===== config.mk =====
export PLATFORM = sky130hd
export DESIGN_NAME = msrv32_store_unit_hs
export DESIGN_NICKNAME = d
export VERILOG_FILES = /design/src/rtl/msrv32_store_unit_hs.sv
export SDC_FILE = /design/constraint.sdc
export NUM_CORES = 1
export LEC_CHECK = 0
export ABC_AREA = 1
export CAP_MARGIN = 40
export CELL_PAD_IN_SITES_DETAIL_PLACEMENT = 0
export CELL_PAD_IN_SITES_GLOBAL_PLACEMENT = 2
export CORE_MARGIN = 2
export CORE_UTILIZATION = 22
export DETAILED_ROUTE_END_ITERATION = 10
export HOLD_SLACK_MARGIN = 0.15
export PLACE_DENSITY = 0.89
export SYNTH_ARGS = -nofsm -noshare
export SYNTH_HDL_FRONTEND = slang
export SYNTH_SLANG_ARGS = --single-unit

===== constraint.sdc =====
create_clock -name clk_in -period 1.73 [get_ports clk_in]
set_input_delay 0.346 -clock clk_in [delete_from_list [all_inputs] [get_ports clk_in]]
set_output_delay 0.346 -clock clk_in [all_outputs]
set_load 0.05 [all_outputs]

===== src/rtl/msrv32_store_unit_hs.sv =====
// Data-memory write port controller: formats RV32 byte/half/word stores into a
// word-aligned masked bus write and runs a req/ack handshake with a timeout.
module msrv32_store_unit_hs #(
   parameter int TIMEOUT_CYCLES = 255,
   parameter int TO_W           = 8
) (
   input  logic        clk_in,
   input  logic        rst_in,
   input  logic        mem_wr_req_in,
   input  logic [1:0]  store_size_in,
   input  logic [31:0] iadder_in,
   input  logic [31:0] rs2_in,
   input  logic        d_ack_in,
   output logic        d_wr_req_out,
   output logic [31:0] d_addr_out,
   output logic [31:0] d_data_out,
   output logic [3:0]  d_wr_mask_out,
   output logic        stall_out,
   output logic        bus_err_out
);

   typedef enum logic [1:0] {
      ST_IDLE = 2'b00,
      ST_REQ  = 2'b01,
      ST_ERR  = 2'b10
   } state_t;

   localparam logic [TO_W-1:0] TO_LIMIT = TO_W'(TIMEOUT_CYCLES - 1);

   state_t           state_q,   state_d;
   logic [TO_W-1:0]  cnt_q,     cnt_d;
   logic             wr_req_q,  wr_req_d;
   logic [31:0]      addr_q,    addr_d;
   logic [31:0]      data_q,    data_d;
   logic [3:0]       mask_q,    mask_d;
   logic             bus_err_q, bus_err_d;

   function automatic logic [31:0] fmt_data(input logic [1:0] size, input logic [31:0] rs2);
      logic [31:0] res;
      case (size)
         2'b00:   res = {4{rs2[7:0]}};
         2'b01:   res = {2{rs2[15:0]}};
         default: res = rs2;
      endcase
      return res;
   endfunction

   function automatic logic [3:0] fmt_mask(input logic [1:0] size, input logic [1:0] a);
      logic [3:0] res;
      case (size)
         2'b00:   res = 4'b0001 << a;
         2'b01:   res = a[1] ? 4'b1100 : 4'b0011;
         default: res = 4'b1111;
      endcase
      return res;
   endfunction

   // Next-state and registered-output next values; payload is held outside capture.
   always_comb begin
      state_d   = state_q;
      cnt_d     = cnt_q;
      wr_req_d  = wr_req_q;
      addr_d    = addr_q;
      data_d    = data_q;
      mask_d    = mask_q;
      bus_err_d = 1'b0;
      case (state_q)
         ST_IDLE: begin
            if (mem_wr_req_in) begin
               state_d  = ST_REQ;
               cnt_d    = {TO_W{1'b0}};
               wr_req_d = 1'b1;
               addr_d   = {iadder_in[31:2], 2'b00};
               data_d   = fmt_data(store_size_in, rs2_in);
               mask_d   = fmt_mask(store_size_in, iadder_in[1:0]);
            end else begin
               wr_req_d = 1'b0;
            end
         end
         ST_REQ: begin
            // Ack has priority over a timeout expiring in the same cycle.
            if (d_ack_in) begin
               state_d  = ST_IDLE;
               wr_req_d = 1'b0;
            end else if (cnt_q == TO_LIMIT) begin
               state_d   = ST_ERR;
               wr_req_d  = 1'b0;
               bus_err_d = 1'b1;
            end else begin
               cnt_d = cnt_q + {{(TO_W-1){1'b0}}, 1'b1};
            end
         end
         ST_ERR: begin
            state_d  = ST_IDLE;
            wr_req_d = 1'b0;
         end
         default: begin
            state_d  = ST_IDLE;
            wr_req_d = 1'b0;
         end
      endcase
   end

   // State, counter and output registers with synchronous reset.
   always_ff @(posedge clk_in) begin
      if (rst_in) begin
         state_q   <= ST_IDLE;
         cnt_q     <= {TO_W{1'b0}};
         wr_req_q  <= 1'b0;
         addr_q    <= 32'h0000_0000;
         data_q    <= 32'h0000_0000;
         mask_q    <= 4'b0000;
         bus_err_q <= 1'b0;
      end else begin
         state_q   <= state_d;
         cnt_q     <= cnt_d;
         wr_req_q  <= wr_req_d;
         addr_q    <= addr_d;
         data_q    <= data_d;
         mask_q    <= mask_d;
         bus_err_q <= bus_err_d;
      end
   end

   // The pipeline is released in the ack cycle itself so no instruction issues twice.
   always_comb begin
      stall_out = ((state_q == ST_IDLE) & mem_wr_req_in) |
                  ((state_q == ST_REQ)  & ~d_ack_in);
   end

   assign d_wr_req_out  = wr_req_q;
   assign d_addr_out    = addr_q;
   assign d_data_out    = data_q;
   assign d_wr_mask_out = mask_q;
   assign bus_err_out   = bus_err_q;

endmodule


* Word-level counts from Yosys, hierarchy flattened
Cells that the tools add are included.
** Word-level totals
- Register bits :: 78
- Memories kept :: 0
- Word-level logic and storage cells :: 44
- Bits in writable memories :: 0
- ROM bits :: 0
- Latch bits :: 0
** Cells by class
- Shifts and indexed selects :: 1
- Multiplexer cells :: 16
- $lt $le $gt $ge :: 0
- Div/mod/pow operators :: 0
- Reduce and logical (&&, ||, !) cells :: 7
- Equality and inequality tests :: 7
- Bitwise operators :: 5
- Add/subtract/negate cells :: 1
- Multiply operators :: 0
** Operators by type and width (count)
- $pmux W32 S2 :: 1
- $mux W8 :: 3
- $pmux W8 S2 :: 1
- $add A8 B1 Y8 const B :: 1
- $eq A8 B8 Y1 const B :: 1
- $pmux W4 S2 :: 1
- $mux W2 :: 3
- $ne A2 B2 Y1 const B :: 3
- $eq A2 B1 Y1 const B :: 2
- $logic_not A2 Y1 :: 2
- $mux W1 :: 4
- $mux W4 :: 1
- $pmux W2 S2 :: 1
- $reduce_and A2 Y1 :: 2
- $reduce_and A4 Y1 :: 1
- $shl A1 B2 Y4 const A :: 1
- $ne A3 B3 Y1 const B :: 1
- $reduce_or A3 Y1 :: 1
- $and A1 B1 Y1 :: 2
- $not A1 Y1 :: 2
- $pmux W1 S2 :: 1
- $reduce_bool A2 Y1 :: 1
- $or A1 B1 Y1 :: 1

* Depth between registers and ports, before layout
- Word-level depth :: 4
- Depth in mapped cells :: 10

* Worst setup path before layout
No wires, ideal clock.
- Path kind :: reg-to-output
- From :: register state_q[0]
- To :: output stall_out
- Buffers on the path :: 0
- Setup slack :: -0.199 ns
- Required time :: 1.384 ns
- Arrival :: 1.583 ns
- Cell stages (with the launch flop) :: 3
- Path through :: dfxtp_1 nand2_2 o21ai_0
** Between the ends
- Longest elaborated chain between the ends :: 3
- Elaborated cells between the ends (all ways) :: 5
- Classes of those cells :: eq/ne: 1; bitwise: 3; reduce/logical: 1
** RTL lines
- start: declaration :: RTL line 30 : state_t state_q, state_d;
- start signal: assignment :: RTL line 115 : state_q <= state_d;
- $eq A2 B1 Y1 / $logic_not A2 Y1 (equally long branches) :: RTL line 128, 127
- $and A1 B1 Y1 (on tied branches) :: RTL line 128, 127
- $or A1 B1 Y1 (*) :: RTL line 127 : stall_out = ((state_q == ST_IDLE) & mem_wr_req_in) |
- end: declaration :: RTL line 18 : output logic stall_out,
Every way passes the cells marked *; elsewhere a longest branch is shown, timed or not.

* Worst setup path after layout
- From :: input d_ack_in
- To :: output stall_out
** Between the ends
- Longest elaborated chain between the ends :: 3
** RTL lines
- start: declaration :: RTL line 13 : input logic d_ack_in,
- $not A1 Y1 :: RTL line 128 : ((state_q == ST_REQ) & ~d_ack_in);
- $and A1 B1 Y1 :: RTL line 128
- $or A1 B1 Y1 :: RTL line 127
No other way between the ends.

==> summary.txt <==
Worst hold path
  – Hold Crit Class: reg2reg

Floorplan
  – Core area: 14400 sq um
  – Num rows: 44
  – Initial Util: 0.223
  – Die width: between 100 and 150 microns
  – Area of the die: 15600 sq um
  – Die height: around 120 microns
  – Io pins: around 140

STA
  – Final worst-path setup slack: 0.171 ns
  – RSZ-0062 raised after global routing: false
  – Period minus WS final: 1.56 ns
  – Final Cycle Share: 0.901
  – Final Skew: 0.00682 ns
  – Peak Freq: approximately 640 MHz
  – Setup TNS: 0 ns
  – Max-slew violation count: 0
  – # setup viols final: 0
  – Final hold violations: 0

Clock network
  – Number of buffers created by CTS: 9
  – Post-cts resize count: 0
  – Hold Buf Count CTS: 0
  – Clock root cell: clkbuf_16
  – Clock Latency Late Sink: 0.33 ns
  – CTS tree: built
  – Clock transition at the registers of the reported paths: about 0.060 ns
  – Post-CTS setup buffer count: 0
  – Clock sinks: 78
  – H-tree depth: 3
  – Clock buffer depth: 2

Run
  – Maxcap violations: 0

Placement
  – GP Congestion: 0.784
  – Post-Place Cell Area: 4640 sq um
  – # port buffers: about 140
  – Setup slack after placement: -0.0201 ns
  – HPWL Detailed: 7200 microns

Global routing
  – Antenna violations before repair: 0
  – Met2 Track Usage GR: 0.204
  – Overflow left after global routing: 0
  – Total global-route track usage: 0.131
  – M3 GR Usage: 0.0408
  – Pin count of the biggest net entering global routing: 72
  – GR Layer Usage met1: 0.174
  – Global-route wire length before repair: ~17000 microns
  – Most used routing layer: met2
  – Vias in the first global route: 3176

Detailed routing
  – Number of vias per cell: 4.39
  – Via count: 3295
  – Post-Route WL: 10300 microns
  – Drt drc: 0
  – WL per Instance: 13.7 microns
  – ANT nets after route: 0
  – DRT iter0 DRCs: 172
  – First-pass DRT Iterations: 5

Power and ir drop
  – Cell-internal power: ~3400 uW
  – PnR Total Power: just over 5000 uW
  – Switching share of power: 0.335
  – Peak VDD IR: ~440 uV
  – P per Cell Area: 1040 nW/um^2
  – Clock group share of total power: 0.361
  – Power share of the combinational group: 0.247
  – Flop pwr share: 0.392
  – Net Switching: 1720 uW
  – Leakage: roughly 0.0022 uW

Critical path
  – Startpoint Class: input port
  – FF-to-FF path depth: 9
  – Worst Setup End Kind: primary output
  – R2R Setup Slk: 0.31 ns
  – CP startpoint: d_ack_in
  – Crit-path cells: clkdlybuf4s50_1, o21ai_2, buf_12
  – WP depth: 3
  – Cell family with most CP delay: buffers and inverters
  – Critical R2R Launch: cnt_q[0]
  – Worst setup path category: in2out
  – Crit path buffers/inverters: 2
  – Worst r2r dst: cnt_q[3]
  – Critical path's largest stage delay: 0.49 ns
  – Critical Path End: stall_out
  – Data required, critical path: 1.38 ns
  – CP arrival: 1.21 ns
  – Maximum fanout along the worst path: 4
  – Slowest library cell on the worst path: clkdlybuf4s50_1

Layout
  – Final core occ: 0.342
  – N_diodes: 0
  – Share of layout cells above drive strength 1: 0.190
  – Total Nets Final: 634
  – Final-layout fill cell count: 1545
  – Area delta synth->final: 53.5%
  – Final instance area: 4930 sq um

Status
  – Outcome: finished clean

Yosys
  – Cell taking the most area after synthesis: dfxtp_1
  – Mapped Area: ~3200 sq um
  – Area contributors post-synth: dfxtp_1, o21ai_0, nor2_1
  – Syn Area/Cell: around 7.5 sq um
  – Yosys top cell area share: 0.486
  – Synth Register Bits: 78
  – Syn Inst Count: 430
  – Count of different cell masters after synthesis: 26
  – Yosys warnings: 0
  – Register area share after synthesis: 0.486
## Yosys cell counts (all sizes together)
cell,instances
nor2,88
ha,2
o21ai,72
nor3,1
dfxtp,78
clkbuf,15
conb,1
nor4,2
buf,16
nand2,64
or2,1
nor3b,1
a31oi,20
nand3,19
inv,26
a21oi,24
## metrics by stage
stage               hold slack [ns]  std cells
global route                  0.512        751
finish                        0.483        751
CTS                           0.474        751
detailed placement            0.465        735
global placement              0.450        735
floorplan                     0.425        431
## area by class of cell
type / count / area [sq um] / share of cell area
well taps: 184 / 230 / 0.0467
clock buffers: 10 / 239 / 0.0484
multi-input cells: 296 / 1380 / 0.280
repair buffers: 151 / 1370 / 0.278
clock inverters: 6 / 52.6 / 0.0106
inverters: 26 / 97.6 / 0.0198
flip-flops and latches: 78 / 1560 / 0.316
## placed cells by master, fill, tap and decap left out
cell type and count:
buf_4 77, nor2_4 1, clkdlybuf4s50_1 68, clkinv_4 1
clkbuf_16 9, conb_1 2, dlymetal6s2s_1 1, inv_6 2
o21ai_1 1, inv_2 1, o21ai_2 1, a21oi_1 24
ha_1 2, dfxtp_1 78, nor3_1 1, nor4_1 2
clkinvlp_4 2, nor2_1 85, nand2_4 2, o21ai_0 70
clkinv_1 1, nand3_1 19, or2_1 1, a31oi_1 20
clkbuf_8 1, nand2_2 2, nor3b_4 1, buf_12 5
inv_1 24, nand2_1 60, nor2_2 2, inv_8 1
## cells by family (layout without fill, tap and decap cells)
| logic type | count (synthesis) | count (layout) | share of synthesized area |
|---|---|---|---|
| adders and majority gates | 2 | 2 | 0.00778 |
| buffers and inverters | 57 | 193 | 0.0864 |
| and+or+nand+nor | 176 | 176 | 0.230 |
| other | 1 | 2 | 0.00117 |
| DFF | 78 | 78 | 0.486 |
| AOI/OAI and AO/OA | 116 | 116 | 0.188 |
## state kept, by name, summed over array words and instances (netlist names)
register       count
d_data_out        32
d_addr_out        30
cnt_q              8
d_wr_mask_out      4
state_q            2
bus_err_out        1
d_wr_req_out       1
## worst min-delay path by stage
stage	start	to	slack (ns)	depth (start not counted)
6_report	cnt_q[0]	cnt_q[0]	0.48	1
5_1_grt	cnt_q[0]	cnt_q[0]	0.51	1
4_1_cts	cnt_q[0]	cnt_q[0]	0.47	1
3_5_place_dp	cnt_q[0]	cnt_q[0]	0.47	1
3_3_place_gp	cnt_q[0]	cnt_q[0]	0.45	1
2_1_floorplan	d_ack_in	bus_err_out	0.42	1
## per-layer routing
layer | up-vias | wire [microns]
met5 | - | 0
met4 | 0 | 110
met3 | 9 | 811
met2 | 135 | 4480
met1 | 1477 | 4910
li1 | 1674 | -
## power by group through the flow
stage                     Sequential [uW]  Clock, uW  Combinational [uW]
final                                2020       1860                1270
after floorplan                      2490          0                 335
after global routing                 2040       1980                1360
after CTS                            2020       1900                1280
after global placement               2050          0                1270
after detailed placement             2050          0                1280
Power figures use the tool's default switching activity.
